## config.mk

```make
export PLATFORM = sky130hd
export DESIGN_NAME = hazard_scoreboard
export DESIGN_NICKNAME = d
export VERILOG_FILES = /design/src/rtl/hazard_scoreboard.sv
export SDC_FILE = /design/constraint.sdc
export NUM_CORES = 1
export LEC_CHECK = 0
export ABC_AREA = 1
export CAP_MARGIN = 20
export CORE_MARGIN = 2
export CORE_UTILIZATION = 39
export DETAILED_ROUTE_END_ITERATION = 10
export GPL_ROUTABILITY_DRIVEN = 0
export MAX_ROUTING_LAYER = met4
export SLEW_MARGIN = 20
export SYNTH_ARGS = -nofsm -noshare
export SYNTH_HDL_FRONTEND = slang
export SYNTH_SLANG_ARGS = --single-unit
```

## constraint.sdc

```tcl
create_clock -name clk -period 2.2 [get_ports clk]
set_clock_uncertainty 0.15 [all_clocks]
set_input_delay 0.33 -clock clk [delete_from_list [all_inputs] [get_ports clk]]
set_output_delay 0.33 -clock clk [all_outputs]
set_load 0.02 [all_outputs]
```

## src/rtl/hazard_scoreboard.sv

```systemverilog
// Hazard unit for the 5-stage core: load-use stall, M/W/md forwarding and
// a pending-write scoreboard for the long-latency mul/div unit.
module hazard_scoreboard #(
    parameter int REG_AW = 5,
    parameter int CNT_W  = 32
) (
    input  logic              clk,
    input  logic              rst,
    input  logic [REG_AW-1:0] d_rs1,
    input  logic [REG_AW-1:0] d_rs2,
    input  logic [REG_AW-1:0] d_rd,
    input  logic              d_use_rs1,
    input  logic              d_use_rs2,
    input  logic              d_reg_write,
    input  logic              d_is_md,
    input  logic [REG_AW-1:0] e_rs1,
    input  logic [REG_AW-1:0] e_rs2,
    input  logic [REG_AW-1:0] e_rd,
    input  logic              e_reg_write,
    input  logic [1:0]        e_result_src,
    input  logic              e_pc_src,
    input  logic [REG_AW-1:0] m_rd,
    input  logic [REG_AW-1:0] w_rd,
    input  logic              m_reg_write,
    input  logic              w_reg_write,
    input  logic              md_busy,
    input  logic              md_done,
    input  logic [REG_AW-1:0] md_rd,
    output logic              f_stall,
    output logic              d_stall,
    output logic              d_flush,
    output logic              e_flush,
    output logic [1:0]        e_forward_a,
    output logic [1:0]        e_forward_b,
    output logic [CNT_W-1:0]  stall_cycles,
    output logic [CNT_W-1:0]  flush_events
);

    localparam int NREGS = 2**REG_AW;

    logic [NREGS-1:0] sb;
    logic [NREGS-1:0] set_mask;
    logic [NREGS-1:0] clr_mask;

    logic md_in_e;
    logic d_reads_e;
    logic load_use;
    logic sb_raw;
    logic md_raw;
    logic waw;
    logic structural;
    logic stall;

    // Register 0 never has a pending write, whatever the array holds.
    function automatic logic sb_pending(input logic [NREGS-1:0] v,
                                        input logic [REG_AW-1:0] r);
        return (r != '0) && v[r];
    endfunction

    function automatic logic [1:0] fwd_sel(input logic [REG_AW-1:0] rs);
        logic [1:0] sel;
        sel = 2'b00;
        if (rs != '0) begin
            if (m_reg_write && m_rd == rs)
                sel = 2'b10;
            else if (md_done && md_rd == rs)
                sel = 2'b11;
            else if (w_reg_write && w_rd == rs)
                sel = 2'b01;
        end
        return sel;
    endfunction

    assign md_in_e = (e_result_src == 2'b11) && e_reg_write && (e_rd != '0);

    assign d_reads_e = (d_use_rs1 && d_rs1 == e_rd)
                    || (d_use_rs2 && d_rs2 == e_rd);

    assign load_use = (e_result_src == 2'b01) && (e_rd != '0) && d_reads_e;

    assign sb_raw = (d_use_rs1 && sb_pending(sb, d_rs1))
                 || (d_use_rs2 && sb_pending(sb, d_rs2));

    assign md_raw = md_in_e && d_reads_e;

    assign waw = d_reg_write && (d_rd != '0)
              && (sb_pending(sb, d_rd) || (md_in_e && e_rd == d_rd));

    assign structural = d_is_md && (md_busy || e_result_src == 2'b11);

    assign stall = load_use | sb_raw | md_raw | waw | structural;

    always_comb begin
        f_stall     = 1'b0;
        d_stall     = 1'b0;
        d_flush     = 1'b0;
        e_flush     = 1'b0;
        e_forward_a = 2'b00;
        e_forward_b = 2'b00;
        if (!rst) begin
            // A redirect flushes D, so holding F/D would be pointless.
            f_stall     = stall & ~e_pc_src;
            d_stall     = stall & ~e_pc_src;
            d_flush     = e_pc_src;
            e_flush     = stall | e_pc_src;
            e_forward_a = fwd_sel(e_rs1);
            e_forward_b = fwd_sel(e_rs2);
        end
    end

    always_comb begin
        set_mask = '0;
        clr_mask = '0;
        if (md_in_e)
            set_mask[e_rd] = 1'b1;
        if (md_done && md_rd != '0)
            clr_mask[md_rd] = 1'b1;
    end

    always_ff @(posedge clk) begin
        if (rst) begin
            sb           <= '0;
            stall_cycles <= '0;
            flush_events <= '0;
        end else begin
            sb <= (sb & ~clr_mask) | set_mask;
            if (f_stall)
                stall_cycles <= stall_cycles + CNT_W'(1);
            if (e_pc_src)
                flush_events <= flush_events + CNT_W'(1);
        end
    end

    // A mul/div result cannot complete in the cycle right after its op left E.
    a_md_early : assert property (@(posedge clk) disable iff (rst)
        md_in_e |=> !md_done)
        else $error("md_done arrived one cycle after the md op was in E");

endmodule

```

==> flow_summary.json <==
{
  "status": "finished, violations left",
  "violations": "setup timing",
  "setup_tns_ns": -0.5577,
  "routedWlPerCell_microns": 15.41,
  "clock_path_buffers": 2,
  "cts_tree": "done",
  "dieHeight_microns": 134.0,
  "rsz0062_at_grt": "true",
  "netlist_area_sq_um": 6586,
  "grt_overflow": 0,
  "core-area_sq_um": 16520,
  "grt_pass1_wl_microns": 37260,
  "htreeDepth": 3,
  "fin_util_pct": 58.17,
  "post-route-min-period_ns": 2.392,
  "cp.required_ns": 1.72,
  "setup_violations": 3,
  "gr-usage-met3_pct": 3.250,
  "clock_sinks": 96,
  "root_buffer": "clkbuf_16",
  "power.leakage_uw": 0.004000,
  "netlist.area_leader.share_pct": 29.18,
  "die_width_microns": 134.0,
  "hold_path_class": "in -> reg",
  "start_util_pct": 39.86,
  "p_total_uw": 4072,
  "hp-start": "rst",
  "antenna_found_initial": 0,
  "synth-async-reset-ratio_pct": 0,
  "grt_use_total_pct": 26.40,
  "hpwl_microns": 17650,
  "power_density_nw_per_um2": 423.7,
  "synthTopCellsByArea": "dfxtp_1, nand2_1, nand3_1, inv_1, a21oi_1",
  "drt_iter0_drc": 599,
  "maxCapViolCount": 0,
  "design_area_sq_um": 9612,
  "clk_latency_ns": 0.35,
  "ys.flop_type": "dfxtp_1",
  "drt-pass1-iter-count": 5,
  "grt-busiest-layer": "met2",
  "wl_microns": 23670,
  "ys_types": 33,
  "r2r_setup_slack_ns": 0.02,
  "fin_nets": 1373,
  "antenna_cells": 0,
  "use_met2_pct": 43.13,
  "rr_endpoint": "stall_cycles[30]",
  "syn2layout_area_growth_pct": 45.93,
  "placed_area_sq_um": 8934,
  "yosysWarningCount": 0,
  "drv_slew": 0,
  "max_slew_margin_pct": 68.29,
  "setup_ws_ns": -0.1916,
  "end_kind": "primary output",
  "hold_viol": 0,
  "drive_gt1_share_pct": 21.12,
  "rr_worst_depth": 13,
  "grt_max_degree": 40,
  "syn_avg_cell_area_sq_um": 6.173,
  "vdd_drop_max_uv": 281.7,
  "ys_seq_elements": 96,
  "max_clock_freq_mhz": 418.1,
  "vias": 8073,
  "synth_nets": 1128,
  "critPathLaunch": "sb[12]",
  "synth_area_leader_cell": "dfxtp_1",
  "floorplan.rows": 47,
  "tightestPinTransition_ns": 0.4713,
  "die_area_sq_um": 17940,
  "r2r_start": "sb[12]",
  "drtAntennaViolNets": 0,
  "use_met1_pct": 34.22,
  "arrival_ns": 1.91,
  "path_clk_slew_ns": 0.07,
  "fin_crit_sh_pct": 108.7,
  "synth-edff-count": 0,
  "whs_ns": 0.1726,
  "drc_errors": 0,
  "grt_pass1_vias": 7304,
  "io_buffer_count": 130,
  "synthCells": 1067,
  "cts_buffers": 9,
  "synth_seq_area_share_pct": 29.18,
  "start_kind": "flip-flop",
  "critPathKind": "reg -> out",
  "vias_per_cell": 5.256,
  "min_delay_worst_endpoint": "flush_events[0]",
  "cp_max_fo": 3,
  "io_pins": 131,
  "min_delay_path_depth": 2
}
==> routing by layer <==
metal / wire length (microns) / vias up
li1: - / 4033
met1: 10560 / 3700
met2: 11060 / 298
met3: 1543 / 42
met4: 506 / 0
met5: 0 / -
==> layout make-up <==
type / count / area [sq um]
repair buffers: 276 / 2445
fillers: 1604 / 6913
inverters: 132 / 500.5
clock inverters: 4 / 20.02
flip-flops and latches: 96 / 1942
multi-input cells: 797 / 4177
well taps: 220 / 275.3
clock buffers: 11 / 252.7
==> through the flow <==
stage | worst slack, ns | std cells
3_3_place_gp | -1.016 | 1503
5_1_grt | -0.2918 | 1536
2_1_floorplan | 0.01284 | 1067
6_report | -0.1916 | 1536
3_5_place_dp | -1.058 | 1503
4_1_cts | -0.1752 | 1534
==> registers in the layout, indices dropped and copies added, names as in the netlist <==
| signal | count |
|---|---|
| sb | 32 |
| stall_cycles | 32 |
| flush_events | 32 |
==> worst max path at each step <==
stage | endpoint | slack (ns) | cells after the start
6_report | d_stall | -0.19 | 12
2_1_floorplan | f_stall | 0.01 | 13
3_5_place_dp | d_stall | -1.06 | 16
5_1_grt | d_stall | -0.29 | 12
3_3_place_gp | d_stall | -1.02 | 16
4_1_cts | d_stall | -0.18 | 12
==> what timing repair did <==
action / CTS / global route
endpoints found under the hold margin: 0 / 0
hold buffers: 0 / 0
endpoints found under the setup margin: 40 / 52
pin swaps: 21 / 37
gates cloned: 2 / 0
gates resized for setup: 106 / 102
buffers inserted: 14 / 4
==> worst max-delay path, stage by stage (launching register included) <==
cell,delay (ns)
dfxtp_1,0.31
buf_4,0.14
o211ai_1,0.16
nand3_1,0.11
nand3_2,0.11
nand2_2,0.05
nor2_2,0.10
nor2_2,0.06
nor2_4,0.19
nand2_4,0.08
nand2_4,0.08
inv_4,0.04
buf_6,0.12
==> report_power, final <==
part | internal [uW] | switching [uW] | total (uW)
clock network | 815 | 682 | 1500
registers | 1750 | 12.0 | 1760
logic | 356 | 461 | 817
total | 2920 | 1150 | 4070
==> synth_stat cells, drive strengths merged (2+ instances only) <==
library cell  count
nand3           123
or3               2
dfxtp            96
o21ai            59
nor3             39
o211ai           15
nand4            16
ha                2
inv             132
xnor2            14
nand2           261
clkbuf           18
a21boi            2
xor2             34
a221oi           11
buf              24
a21oi            97
nor4             14
o22ai            11
nor2             93
==> cell families after synthesis <==
group                    share of synthesized area (%)
AND/OR/NAND/NOR                                  36.49
AO/OA/AOI/OAI                                    16.53
buffers and inverters                            11.04
flip-flops                                       29.18
XOR/XNOR                                         6.383
adder cells (fa/ha/maj)                         0.3799
==> layout by cell type, fill, tap and decap left out, drive strengths merged, types with 2 or more instances in the layout <==
| cell type | synthesis | layout |
|---|---|---|
| clkdlybuf4s15 | 0 | 2 |
| dfxtp | 96 | 96 |
| a21boi | 2 | 2 |
| o22ai | 11 | 11 |
| nor2 | 93 | 93 |
| or3 | 2 | 2 |
| nor4 | 14 | 14 |
| a21oi | 97 | 97 |
| dlymetal6s2s | 0 | 10 |
| inv | 132 | 132 |
| clkbuf | 18 | 16 |
| xnor2 | 14 | 14 |
| xor2 | 34 | 34 |
| nand2 | 261 | 261 |
| nand4 | 16 | 16 |
| buf | 24 | 155 |
| o21ai | 59 | 59 |
| ha | 2 | 2 |
| clkinv | 0 | 4 |
| clkdlybuf4s50 | 0 | 86 |
| nor3 | 39 | 39 |
| a221oi | 11 | 11 |
| nand3 | 123 | 123 |
| dlygate4sd2 | 0 | 17 |
| o211ai | 15 | 15 |
No activity file was read; power rests on OpenSTA's default activity.
